--- config.mk ---
export PLATFORM = sky130hd
export DESIGN_NAME = approx_mul_pipe
export DESIGN_NICKNAME = d
export VERILOG_FILES = /design/src/rtl/approx_mul_pipe.sv
export SDC_FILE = /design/constraint.sdc
export NUM_CORES = 1
export LEC_CHECK = 0
export BUFFER_PORTS_ARGS = -buffer_cell sky130_fd_sc_hd__clkbuf_2
export CAP_MARGIN = 0
export CORE_ASPECT_RATIO = 1.4
export CORE_MARGIN = 4
export CORE_UTILIZATION = 55
export CTS_CLUSTER_SIZE = 14
export DETAILED_ROUTE_END_ITERATION = 6
export PLACE_DENSITY = 0.75
export SYNTH_ARGS = -nofsm -noshare
export SYNTH_HDL_FRONTEND = slang
export SYNTH_SLANG_ARGS = --single-unit
export TNS_END_PERCENT = 1
--- constraint.sdc ---
create_clock -name clk -period 4.4 [get_ports clk]
set_input_delay 0.44 -clock clk [delete_from_list [all_inputs] [get_ports clk]]
set_output_delay 0.44 -clock clk [all_outputs]
set_load 0.02 [all_outputs]
--- src/rtl/approx_mul_pipe.sv ---
// Pipelined unsigned WxW multiplier, exact or approximate per beat.
// Stages: operand capture, half-adder row-pair compression, final summation.
module approx_mul_pipe #(
   parameter int W          = 8,
   parameter int OR_COLS    = 6,
   parameter int TRUNC_COLS = 0
) (
   input  logic             clk,
   input  logic             rst_n,
   input  logic             in_valid,
   output logic             in_ready,
   input  logic [W-1:0]     in_x,
   input  logic [W-1:0]     in_y,
   input  logic             in_mode,
   output logic             out_valid,
   input  logic             out_ready,
   output logic [2*W-1:0]   out_p,
   output logic             out_mode,
   output logic [15:0]      done_cnt
);

   localparam int R  = W / 2;
   localparam int PW = W + 2;

   // Handshake: a beat moves on an edge with valid & ready high. The whole
   // pipeline freezes while the output holds a product the consumer refuses.
   logic stall;
   assign stall    = out_valid & ~out_ready;
   assign in_ready = ~stall;

   logic            s1_valid;
   logic [W-1:0]    s1_x;
   logic [W-1:0]    s1_y;
   logic            s1_mode;

   logic            s2_valid;
   logic            s2_mode;
   logic [PW-1:0]   s2_p [R];
   logic [PW-1:0]   pp_next [R];

   always_ff @(posedge clk or negedge rst_n) begin
      if (!rst_n) begin
         s1_valid <= 1'b0;
         s1_x     <= '0;
         s1_y     <= '0;
         s1_mode  <= 1'b0;
      end else if (!stall) begin
         s1_valid <= in_valid;
         s1_x     <= in_x;
         s1_y     <= in_y;
         s1_mode  <= in_mode;
      end
   end

   // Row pair r: a = x[2r] row at column c, b = x[2r+1] row shifted one left.
   for (genvar r = 0; r < R; r++) begin : g_row
      logic [W:0] a_v;
      logic [W:0] b_v;
      logic [W:0] s_v;
      logic [W:0] c_v;
      assign a_v = {1'b0, s1_y} & {(W+1){s1_x[2*r]}};
      assign b_v = {s1_y, 1'b0} & {(W+1){s1_x[2*r+1]}};
      for (genvar c = 0; c <= W; c++) begin : g_col
         localparam logic TRUNC_COL = ((2*r + c) < TRUNC_COLS);
         localparam logic OR_COL    = ((2*r + c) < OR_COLS);
         logic a_m;
         logic b_m;
         logic or_sel;
         assign a_m    = a_v[c] & ~(s1_mode & TRUNC_COL);
         assign b_m    = b_v[c] & ~(s1_mode & TRUNC_COL);
         assign or_sel = s1_mode & OR_COL;
         assign s_v[c] = or_sel ? (a_m | b_m) : (a_m ^ b_m);
         assign c_v[c] = or_sel ? 1'b0 : (a_m & b_m);
      end
      assign pp_next[r] = PW'(s_v) + {c_v, 1'b0};
   end

   always_ff @(posedge clk or negedge rst_n) begin
      if (!rst_n) begin
         s2_valid <= 1'b0;
         s2_mode  <= 1'b0;
         s2_p     <= '{default: '0};
      end else if (!stall) begin
         s2_valid <= s1_valid;
         s2_mode  <= s1_mode;
         s2_p     <= pp_next;
      end
   end

   // Final adder chain: each row-pair result weighs 4^r.
   logic [2*W-1:0] acc_v [R+1];
   assign acc_v[0] = '0;
   for (genvar r = 0; r < R; r++) begin : g_sum
      assign acc_v[r+1] = acc_v[r] + ((2*W)'(s2_p[r]) << (2*r));
   end

   always_ff @(posedge clk or negedge rst_n) begin
      if (!rst_n) begin
         out_valid <= 1'b0;
         out_p     <= '0;
         out_mode  <= 1'b0;
      end else if (!stall) begin
         out_valid <= s2_valid;
         out_p     <= acc_v[R];
         out_mode  <= s2_mode;
      end
   end

   always_ff @(posedge clk or negedge rst_n) begin
      if (!rst_n) begin
         done_cnt <= '0;
      end else if (out_valid && out_ready && (done_cnt != 16'hFFFF)) begin
         done_cnt <= done_cnt + 16'd1;
      end
   end

endmodule

Yosys cells after proc, flatten, opt, wreduce, memory -nomap -nowiden
Index checks and enable logic that the tools add are counted.

Flip-flop bits (word level): 94. Latch bits: 0. Memory bits (writable): 0. Bits in read-only memories: 0. Input port bits: 21. Output and inout bits: 35. Word-level logic and storage cells: 144. Memories: 0.

$add $sub $neg: 8. Multiply operators: 0. Divide/modulo/power cells: 0. Order comparisons: 0. Equality and inequality tests: 1. Shifts and indexed selects: 0. Mux-type cells: 24. Bitwise operators: 95. Reduce and logical (&&, ||, !) cells: 2.

Operators by type and width (count): $add A9 B10 Y10 (4); $and A1 B1 Y1 (37); $and A8 B9 Y9 (4); $and A9 B9 Y9 (4); $xor A1 B1 Y1 (36); $mux W1 (24); $add A16 B1 Y16 const B (1); $add A16 B14 Y16 (1); $add A16 B16 Y16 (1); $ne A16 B16 Y1 const B (1); $add A10 B12 Y13 (1); $or A1 B1 Y1 (12); $logic_and A1 B1 Y1 (2); $not A1 Y1 (2).

Depth between registers and ports, before layout
Gate-level depths: netlist of the first run.

Depth after elaboration: 4. Mapped depth: 15. Mapped depth without buffers: 15.

Worst setup path after synthesis of the first run
No wires, ideal clock.

Path type: register to register. Start: register s2_p[21] in the netlist's numbering. End: register out_p[15]. Library setup time: 0.069 ns. Arrival time: 3.348 ns. Required time: 4.331 ns. Slack: 0.983 ns. Cell stages (with the launch flop): 14. Path buffers: 0. Period minus slack after synthesis: 3.417 ns. Cell sequence: dfrtp_1 -> ha_1 -> a211oi_1 -> nor2_1 -> or4_1 -> a31oi_1 -> xnor2_1 -> fa_1 -> ha_1 -> o21a_1 -> nor2_1 -> o21bai_1 -> a2111o_1 -> nand3_1.

Cells in the longest elaborated chain, start to end: 3.

Ends and longest elaborated chain: start, declared (RTL line 38) `logic [PW-1:0] s2_p [R];`; start signal, assigned (RTL line 86) `s2_p <= pp_next;`; $add A10 B12 Y13 (RTL line 94) `assign acc_v[r+1] = acc_v[r] + ((2*W)'(s2_p[r]) << (2*r));`; $add A16 B14 Y16 (RTL line 94); $add A16 B16 Y16 (RTL line 94); end signal, assigned (RTL line 104) `out_p <= acc_v[R];`; end, declared (RTL line 17) `output logic [2*W-1:0] out_p,`.

No other way between the ends. A chain may end at the register's enable or synchronous reset.

Final worst setup path of the first run
Ends and elaborated chain as after synthesis.

==> results.sh, run 1 <==
export IMPL_setup_viol=0
export IMPL_first_pass_iters=4
export IMPL_synth_distinct_cells=50
export IMPL_status="finished, final reports clean"
export IMPL_root_buffer="clkbuf_16"
export IMPL_die_area_um2=14100
export IMPL_hold_slack_ns=0.171
export IMPL_drt_iter0_markers=251
export IMPL_dieHeight_um=139
export IMPL_p_leak_nw=3.96
export IMPL_wire_per_inst_um=15.2
export IMPL_setup_ws_ns=0.681
export IMPL_final_hold_viol_count=0
export IMPL_period_minus_slack_ns=3.72
export IMPL_swShare_pct=44.9
export IMPL_grt_max_degree=100
export IMPL_vias=5295
export IMPL_htree_levels=3
export IMPL_synth_edff_count=0
export IMPL_via_per_inst=5.57
export IMPL_arrival_ns=4.00
export IMPL_die_w_um=101
export IMPL_hold_path_class="in -> async"
export IMPL_cts_tree="done"
export IMPL_initial_core_util_pct=56.6
export IMPL_critPathKind="reg -> reg"
export IMPL_worstSkewPairLatency_ns=0.34
export IMPL_ant_nets=0
export IMPL_crit_fanout=5
export IMPL_clock_path_buffers=2
export IMPL_drc_errors=0
export IMPL_diodes=0
export IMPL_syn_avg_cell_area_um2=8.88
export IMPL_netlist_instances=758
export IMPL_syn_area_um2=6730
export IMPL_max_clock_freq_mhz=269
export IMPL_hpwl_um=10600
export IMPL_power_frac_clock_pct=14.0
export IMPL_report_final_slew_viol_count=0
export IMPL_grt_setup_unrepaired="no"
export IMPL_rows=47
export IMPL_fin_skew_ns=0.00587
export IMPL_nets=920
export IMPL_path_clk_slew_ns=0.07
export IMPL_ys_seq_area_share_pct=35.0
export IMPL_setup_tns_ns=0
export IMPL_gr_usage_all_layers_pct=21.7
export IMPL_drive_gt1_share_pct=9.83
export IMPL_endpoint_kind="flip-flop"
export IMPL_hold_buffers=0
export IMPL_maxCapViolations=0
export IMPL_critical_path_required_ns=4.68
export IMPL_core_area_um2=11900
export IMPL_numCtsBuffers=9
export IMPL_p_per_area_nw_per_um2=754
export IMPL_synth_nets=879
export IMPL_io_buffers=55
export IMPL_slew_headroom_pct=35.0
export IMPL_cts_resized=0
export IMPL_totalWireLength_um=14500
export IMPL_seqPwrFrac_pct=27.3
export IMPL_area_delta_synth_final_pct=10.0
export IMPL_p_int_mw=3.07
export IMPL_ys_flop_type="dfrtp_1"
export IMPL_place_ws_ns=0.700
export IMPL_cts_setup_buffers=0
export IMPL_grt_pass1_vias=5266
export IMPL_cts_sinks=94
export IMPL_p_switching_mw=2.51
export IMPL_cp_start_kind="flip-flop"
export IMPL_synthArstFlopShare_pct=100
export IMPL_pin_count=56
export IMPL_timing_final_crit_share_pct=84.5
export IMPL_antenna_found_initial=0
export IMPL_worstMarginPinSlew_ns=0.975
export IMPL_grt_pass1_wl_um=24900
export IMPL_grt_overflow=0
export IMPL_synth_warnings=0
export IMPL_place_gp_congestion=0.878
export IMPL_comb_power_share_pct=58.6
export IMPL_finalPower_mw=5.58
export IMPL_ys_ff_latch=94
export IMPL_vdd_ir_drop_max_uv=379
export IMPL_reg2reg_slack_ns=0.68
-- area by class of cell --
type,instances,area [µm²]
Fill cell,1031,4480
Multi-Input combinational cell,594,4120
Sequential cell,94,2350
Timing Repair Buffer,58,300
Clock buffer,11,233
Tap cell,147,184
Inverter,42,158
Clock inverter,5,58.8
-- through the flow --
step                util [%]  instance area (µm²)  instances
finish                  62.3                 7400        951
global route            62.3                 7400        951
CTS                     62.3                 7400        951
detailed placement      59.8                 7110        935
global placement        59.8                 7110        935
floorplan                  -                 6730        758
-- critical path: stages, from the launching register on --
cell and delay, ns:
dfrtp_1 0.40, ha_1 0.32, a211oi_1 0.24, nor2_1 0.11, or4_1 0.46, a31oi_1 0.19
xnor2_1 0.16, fa_1 0.45, ha_1 0.38, o21a_1 0.22, nor2_1 0.15, o21bai_1 0.10
a2111o_1 0.40, nand3_1 0.08
-- kinds of logic (layout without fill, tap and decap cells) --
logic type | Yosys count | count (layout) | synth area share, %
buffers and inverters | 70 | 116 | 3.98
adder cells (fa/ha/maj) | 100 | 100 | 20.0
XOR/XNOR | 36 | 36 | 4.69
multiplexers | 8 | 8 | 1.21
AND/OR/NAND/NOR | 335 | 335 | 23.7
flip-flops | 94 | 94 | 35.0
AO/OA/AOI/OAI | 115 | 115 | 11.4
-- synthesized netlist by cell type, types with 7 or more instances --
master	n	area [µm²]
nor2_1	49	184
a211oi_1	7	52.6
a21o_1	10	75.1
nand2_1	158	593
nor2b_1	16	100
ha_1	87	1090
and2_1	42	263
nand3_1	18	90.1
mux2i_1	7	70.1
o21ai_0	20	100
xnor2_1	31	272
nor3b_1	14	105
clkbuf_1	19	71.3
fa_1	13	260
inv_1	41	154
dfrtp_1	94	2350
nor3_1	12	60.1
a21oi_1	37	185
-- power groups by stage --
stage / registers (mW) / logic (mW) / clock network, mW
global placement: 1.52 / 3.10 / 0
floorplan: 1.53 / 2.47 / 0
CTS: 1.53 / 3.28 / 0.798
global route: 1.57 / 3.70 / 0.835
finish: 1.53 / 3.27 / 0.783
detailed placement: 1.54 / 3.23 / 0
-- registers in the layout, indices dropped and copies added, names as in the netlist --
signal,count
s1_valid,1
out_mode,1
s1_x,8
s1_y,8
g_row.g_col.or_sel,1
s2_mode,1
out_valid,1
s2_p,40
done_cnt,16
s2_valid,1
out_p,16
-- routing by layer --
layer / global-route usage (%) / wire (µm) / vias up
met4: 6.72 / 265 / 0
met5: 0 / 0 / -
met2: 38.1 / 7550 / 110
li1: - / - / 2636
met3: 3.32 / 557 / 18
met1: 26.9 / 6120 / 2531
-- layout by cell type (no fill, tap or decap), types with 20 or more instances in the layout --
| cell type | count |
|---|---|
| xnor2_1 | 31 |
| nand2_1 | 158 |
| clkbuf_2 | 54 |
| nor2_1 | 49 |
| dfrtp_1 | 94 |
| ha_1 | 87 |
| inv_1 | 41 |
| o21ai_0 | 20 |
| and2_1 | 42 |
| a21oi_1 | 37 |
-- path summary, 6_finish.rpt --
check / startpoint / end / cells after the start
setup / recovery: s2_p[21]$_DFFE_PN0N_ / out_p[15]$_DFFE_PN0N_ / 13
hold / removal: rst_n / done_cnt[1]$_DFFE_PN0P_ / 1
setup reg to reg: s2_p[21]$_DFFE_PN0N_ / out_p[15]$_DFFE_PN0N_ / 13
hold reg to reg: s2_valid$_DFFE_PN0N_ / out_valid$_DFFE_PN0N_ / 1
max in group asynchronous: rst_n / s1_x[4]$_DFFE_PN0N_ / 2
min in group clk: in_x[0] / s1_x[0]$_DFFE_PN0N_ / 3
Power figures use the tool's default switching activity.
==> inputs of run 2 (changes only) <==
Settings changed: PLACE_DENSITY 0.75 to 0.78.
Clock period 4.4 ns to 3 ns, I/O delays scaled along.
==> run 2 against run 1 <==
  * The run now ends with setup timing left
  * Global-route usage up 0.89 points
  * Flip-flop and latch count stayed put
  * Sequential share of layout area is 2.2 points lower
  * Final area increased by 7.4%
  * Via count rose by 5.0%
  * Register-to-register slack worse by 1.2 ns
  * Clock skew up 0.0066 ns
  * First-iteration DRC count fell by 9.2%
  * Core utilization up 4.6 points
  * Fmax grew 4.4%
  * Count of clock-buffer cells in the layout stayed put
  * Hold slack lost 0.026 ns
==> results.sh, run 2 (synthesized netlist as in run 1, its figures left out) <==
export IMPL_status="finished with violations"
export IMPL_failed_checks="setup timing"
export IMPL_rows=47
export IMPL_first_pass_iters=5
export IMPL_hold_slack_ns=0.145
export IMPL_report_final_slew_viol_count=0
export IMPL_final_hold_viol_count=0
export IMPL_critical_path_required_ns=3.25
export IMPL_core_area_um2=11900
export IMPL_hold_path_class="in -> reg"
export IMPL_setup_ws_ns=-0.561
export IMPL_grt_overflow=0
export IMPL_clock_path_buffers=2
export IMPL_r2r_cells=14
export IMPL_finalPower_mw=10.2
export IMPL_ant_nets=0
export IMPL_crit_fanout=6
export IMPL_reg_top3="s2_p x40, done_cnt x16, out_p x16"
export IMPL_period_minus_slack_ns=3.56
export IMPL_worstMarginPinSlew_ns=0.671
export IMPL_top_register="s2_p"
export IMPL_root_buffer="clkbuf_16"
export IMPL_arrival_ns=3.81
export IMPL_htree_levels=3
export IMPL_gr_usage_all_layers_pct=22.6
export IMPL_drt_iter0_markers=228
export IMPL_initial_core_util_pct=56.6
export IMPL_cts_tree="done"
export IMPL_numCtsBuffers=9
export IMPL_min_path_cells=3
export IMPL_nets=956
export IMPL_die_w_um=101
export IMPL_grt_pass1_vias=5753
export IMPL_drc_errors=0
export IMPL_vias=5560
export IMPL_place_gp_congestion=0.893
export IMPL_setup_viol=8
export IMPL_antenna_found_initial=0
export IMPL_worstSkewPairLatency_ns=0.35
export IMPL_final_cell_mix="nand2_1 (158), dfrtp_1 (93), ha_1 (79)"
export IMPL_maxCapViolations=0
export IMPL_postLayoutCellArea_um2=7950
export IMPL_largest_reg_flops=40
export IMPL_die_area_um2=14100
export IMPL_cp_start_kind="flip-flop"
export IMPL_drive_gt1_share_pct=17.7
export IMPL_hpwl_um=11200
export IMPL_timing_final_crit_share_pct=119
export IMPL_placed_area_um2=7380
export IMPL_p_per_area_nw_per_um2=1280
export IMPL_max_clock_freq_mhz=281
export IMPL_vdd_ir_drop_max_uv=1000
export IMPL_pin_count=56
export IMPL_critPathKind="reg -> reg"
export IMPL_endpoint_kind="flip-flop"
export IMPL_area_delta_synth_final_pct=18.2
export IMPL_totalWireLength_um=15500
export IMPL_cts_sinks=94
export IMPL_fin_skew_ns=0.0125
export IMPL_slew_headroom_pct=55.2
export IMPL_grt_max_degree=100
export IMPL_via_per_inst=5.63
export IMPL_layout_commonest_cell="nand2_1"
export IMPL_dieHeight_um=139
export IMPL_p_leak_nw=4.18
export IMPL_grt_pass1_wl_um=26000
export IMPL_io_buffers=55
export IMPL_diodes=0
export IMPL_grt_setup_unrepaired="yes"
export IMPL_path_clk_slew_ns=0.07
export IMPL_wire_per_inst_um=15.7
==> run 2: cell types whose count changed in the layout (fill, tap and decap cells not counted), sizes merged <==
cell and delta:
clkinvlp -1, buf +35, inv +1, dlygate4sd3 +1
==> run 2: where the power goes <==
part	internal, mW	switching, mW	leakage [nW]
combinational	3.28	3.48	2.87
clock	0.677	0.502	0.147
sequential	1.76	0.476	1.16
total	5.71	4.45	4.18
==> run 2: path summary, 6_finish.rpt <==
check | start | slack, ns | to
worst min register to register | s1_valid$_DFFE_PN0N_ | 0.47 | s1_valid$_DFFE_PN0N_
min in group asynchronous | rst_n | 0.50 | done_cnt[3]$_DFFE_PN0P_
worst min-delay path | in_x[0] | 0.15 | s1_x[0]$_DFFE_PN0N_
worst max-delay path | s2_p[22]$_DFFE_PN0N_ | -0.56 | out_p[12]$_DFFE_PN0N_
max in group asynchronous | rst_n | 1.74 | s1_y[1]$_DFFE_PN0N_
worst max register to register | s2_p[22]$_DFFE_PN0N_ | -0.56 | out_p[12]$_DFFE_PN0N_
==> run 2: timing repair <==
| action | CTS | global route |
|---|---|---|
| buffers inserted | 1 | 4 |
| pin swaps | 11 | 13 |
| endpoints found under the hold margin | 39 | 0 |
| hold buffers | 1 | 0 |
| setup endpoints to repair | 9 | 10 |
| resized for setup | 17 | 23 |
==> run 2: area by class of cell <==
| class | count | area, µm² |
|---|---|---|
| clock buffers | 11 | 243 |
| clock inverters | 5 | 63.8 |
| fillers | 938 | 3930 |
| inverters | 42 | 158 |
| multi-input cells | 594 | 4360 |
| flip-flops and latches | 94 | 2350 |
| well taps | 147 | 184 |
| repair buffers | 94 | 586 |
==> run 2: metrics by stage <==
step / cells / setup slack (ns) / util [%] / TNS (ns)
3_5_place_dp: 965 / -0.686 / 62.1 / -3.80
4_1_cts: 983 / -0.524 / 65.5 / -3.18
6_report: 987 / -0.561 / 66.9 / -3.42
3_3_place_gp: 965 / -0.510 / 62.1 / -2.93
2_1_floorplan: 758 / -0.333 / - / -1.74
5_1_grt: 987 / -0.735 / 66.9 / -4.86
==> run 2: per-layer routing <==
layer	GRT usage [%]	wire, µm
met1	26.0	6210
met2	41.0	8250
met3	3.37	590
met4	8.89	500
met5	0	0
==> run 2: worst max-delay path, stage by stage (launching register included) <==
cell and delay, ns:
dfrtp_1 0.42, ha_4 0.27, o21ai_2 0.15, nor2_1 0.08
or4_4 0.52, a31oi_4 0.20, xnor2_2 0.15, fa_1 0.49
ha_4 0.33, nand3_2 0.09, nor2_2 0.14, o211ai_1 0.10
buf_4 0.16, and3b_1 0.18, o31ai_1 0.18
==> inputs of run 3 (changes only) <==
Settings changed: ABC_AREA set to 1.
==> run 3 against run 2 <==
  * The run still ends with setup timing left
  * Via count grew 9.1%
  * Cell count grew 19%
  * Die area grew 4.9%
  * Count of clock-buffer cells in the layout shrank 2
  * Highest routed layer unchanged
  * Largest power group unchanged
  * Core utilization shrank 2.7 points
  * Final area grew 0.98%
  * Sequential power shrank 2%
==> results.sh, run 3 <==
export IMPL_antenna_found_initial=0
export IMPL_cp_start_kind="flip-flop"
export IMPL_reg2reg_slack_ns=-0.06
export IMPL_critical_path_slowest_cell="fa_1"
export IMPL_maxCapViolations=0
export IMPL_critPathKind="reg -> reg"
export IMPL_netlist_top_cells_count="nand2_1 (370), inv_1 (132), dfrtp_1 (94), ha_1 (87), nor2_1 (53)"
export IMPL_max_stage_delay_ns=0.46
export IMPL_diodes=0
export IMPL_ant_nets=0
export IMPL_crit_fanout=4
export IMPL_reg_top3="s2_p x40, done_cnt x16, out_p x16"
export IMPL_final_cell_count_no_fill=1177
export IMPL_worstSkewPairLatency_ns=0.35
export IMPL_synth_most_common_cell="nand2_1"
export IMPL_grt_max_degree=90
export IMPL_vias=6064
export IMPL_max_clock_freq_mhz=327
export IMPL_hold_slack_ns=0.0343
export IMPL_numCtsBuffers=9
export IMPL_pin_count=56
export IMPL_cp_num_cells=18
export IMPL_final_hold_viol_count=0
export IMPL_critical_path_required_ns=3.24
export IMPL_setup_viol=3
export IMPL_worstMarginPinSlew_ns=0.876
export IMPL_clock_path_buffers=2
export IMPL_nets=1143
export IMPL_fin_skew_ns=0.00850
export IMPL_hpwl_um=11000
export IMPL_synthArstFlopShare_pct=100
export IMPL_syn_avg_cell_area_um2=7.29
export IMPL_arrival_ns=3.30
export IMPL_io_buffers=55
export IMPL_drt_iter0_markers=338
export IMPL_path_delay_family="adder cells"
export IMPL_area_delta_synth_final_pct=13.4
export IMPL_finalPower_mw=8.51
export IMPL_top_register="s2_p"
export IMPL_crit_top_cell="nand2_1"
export IMPL_path_clk_slew_ns=0.07
export IMPL_die_area_um2=14800
export IMPL_initial_core_util_pct=56.7
export IMPL_synth_edff_count=0
export IMPL_p_per_area_nw_per_um2=1060
export IMPL_setup_ws_ns=-0.0626
export IMPL_grt_pass1_vias=5978
export IMPL_synth_area_leaders="dfrtp_1 (33%), nand2_1 (20%), ha_1 (15%)"
export IMPL_synth_top_cell_by_area="dfrtp_1"
export IMPL_period_minus_slack_ns=3.06
export IMPL_worstReg2RegStart="s2_p[20]$_DFFE_PN0N_"
export IMPL_totalWireLength_um=14900
export IMPL_gr_usage_all_layers_pct=21.3
export IMPL_hold_path_class="in -> async"
export IMPL_core_area_um2=12500
export IMPL_ys_ff_latch=94
export IMPL_status="finished with violations"
export IMPL_fin_util_pct=64.3
export IMPL_slew_headroom_pct=41.6
export IMPL_report_final_slew_viol_count=0
export IMPL_root_buffer="clkbuf_16"
export IMPL_grt_setup_unrepaired="yes"
export IMPL_via_per_inst=5.15
export IMPL_path_buf_inv=2
export IMPL_cp_cell_sequence="ha_2 > inv_1 > fa_2 > o21ai_4 > nand3_2 > nand2_4 > xor2_2 > fa_1 > ha_4 > nand2_2 > inv_1 > nand2_1 > nand2_1 > nand2_1 > nand3_1 > nand2_1 > nand3_1 > nand2_1"
export IMPL_place_gp_congestion=0.869
export IMPL_dp_cells=1158
export IMPL_setup_tns_ns=-0.161
export IMPL_ys_flop_type="dfrtp_1"
export IMPL_synth_warnings=0
export IMPL_vdd_ir_drop_max_uv=639
export IMPL_cts_sinks=94
export IMPL_drc_errors=0
export IMPL_ys_seq_area_share_pct=33.2
export IMPL_netlist_instances=971
export IMPL_grt_overflow=0
export IMPL_dieHeight_um=142
export IMPL_rows=48
export IMPL_syn_area_um2=7080
export IMPL_final_cell_mix="nand2_1 (363), inv_1 (130), dfrtp_1 (94)"
export IMPL_cts_tree="done"
export IMPL_synth_top_area_share_pct=33.2
export IMPL_first_pass_iters=4
export IMPL_synth_nets=1092
export IMPL_drive_gt1_share_pct=13.2
export IMPL_wire_per_inst_um=12.7
export IMPL_grt_pass1_wl_um=26300
export IMPL_die_w_um=104
export IMPL_p_leak_nw=4.79
export IMPL_largest_reg_flops=40
export IMPL_failed_checks="setup timing"
export IMPL_htree_levels=3
export IMPL_r2r_cells=18
export IMPL_endpoint_kind="flip-flop"
export IMPL_timing_final_crit_share_pct=102
export IMPL_r2r_end="out_p[15]$_DFFE_PN0N_"
export IMPL_synth_distinct_cells=35
export IMPL_layout_commonest_cell="nand2_1"
[run 3: cell count changes in the layout (fill, tap and decap cells not counted), moves of 9 or more]
cell | before | now
inv_1 | 41 | 130
xnor2_1 | 30 | 11
and2_1 | 42 | 3
o21ai_0 | 19 | 42
buf_4 | 38 | 21
a21o_1 | 10 | 0
nand3_1 | 17 | 34
nor3_1 | 11 | 1
a21oi_1 | 32 | 23
xor2_1 | 5 | 15
nor3b_1 | 12 | 0
nand2_1 | 158 | 363
nor2b_1 | 12 | 0
[run 3: cell families (layout without fill, tap and decap cells)]
group	after synthesis	after routing	synth area share [%]
xor gates and xnor gates	28	28	3.46
and+or+nand+nor	490	490	28.1
buffers and inverters	169	225	9.26
AOI/OAI and AO/OA	90	90	6.94
DFF	94	94	33.2
adders and majority gates	100	100	19.0
[run 3: worst register-to-register path, cell delays in order (launching register included)]
cell	delay (ns)
dfrtp_1	0.36
ha_2	0.19
inv_1	0.06
fa_2	0.39
o21ai_4	0.23
nand3_2	0.12
nand2_4	0.09
xor2_2	0.15
fa_1	0.46
ha_4	0.34
nand2_2	0.07
inv_1	0.08
nand2_1	0.06
nand2_1	0.07
nand2_1	0.07
nand3_1	0.07
nand2_1	0.05
nand3_1	0.06
nand2_1	0.05
[run 3: per-layer routing]
layer / GRT usage, % / up-vias / share of wire, %
li1: - / 3138 / -
met1: 25.7 / 2790 / 45
met2: 39.2 / 112 / 50
met3: 2.63 / 24 / 3.3
met4: 7.42 / 0 / 2.2
met5: 0 / - / 0
[run 3: metrics by stage]
stage / instance area (µm²) / worst slack, ns
floorplan: 7080 / 0.0216
global placement: 7530 / -0.0766
detailed placement: 7530 / -0.195
CTS: 7930 / -0.0133
global route: 8030 / -0.195
finish: 8030 / -0.0626
[run 3: worst max path at each step]
stage	start	end	slack, ns
after floorplan	s2_p[20]$_DFFE_PN0N_	out_p[13]$_DFFE_PN0N_	0.02
after detailed placement	s2_p[20]$_DFFE_PN0N_	out_p[13]$_DFFE_PN0N_	-0.20
after CTS	s2_p[20]$_DFFE_PN0N_	out_p[13]$_DFFE_PN0N_	-0.01
after global placement	s2_p[20]$_DFFE_PN0N_	out_p[13]$_DFFE_PN0N_	-0.08
final	s2_p[20]$_DFFE_PN0N_	out_p[15]$_DFFE_PN0N_	-0.06
after global routing	s2_p[20]$_DFFE_PN0N_	out_p[14]$_DFFE_PN0N_	-0.20
[run 3: repair_timing]
item                       in CTS  in global routing
buffers inserted                1                  2
setup endpoints to repair       6                  8
cloned                          0                  0
hold buffers                    0                  0
pin swaps                       2                 15
resized for setup              13                 27
[run 3: cell type report]
cell class / instances / area [µm²]
Multi-Input combinational cell: 708 / 4240
Clock buffer: 9 / 225
Inverter: 134 / 503
Fill cell: 1103 / 4460
Timing Repair Buffer: 75 / 428
Clock inverter: 7 / 90.1
Tap cell: 150 / 188
Sequential cell: 94 / 2350
[run 3: where the power goes]
group          total, mW  leakage (nW)  switching (mW)  internal, mW
sequential          2.18          1.19           0.439          1.74
clock               1.20         0.154           0.538         0.666
combinational       5.13          3.45            3.01          2.12
total               8.51          4.79            3.99          4.52
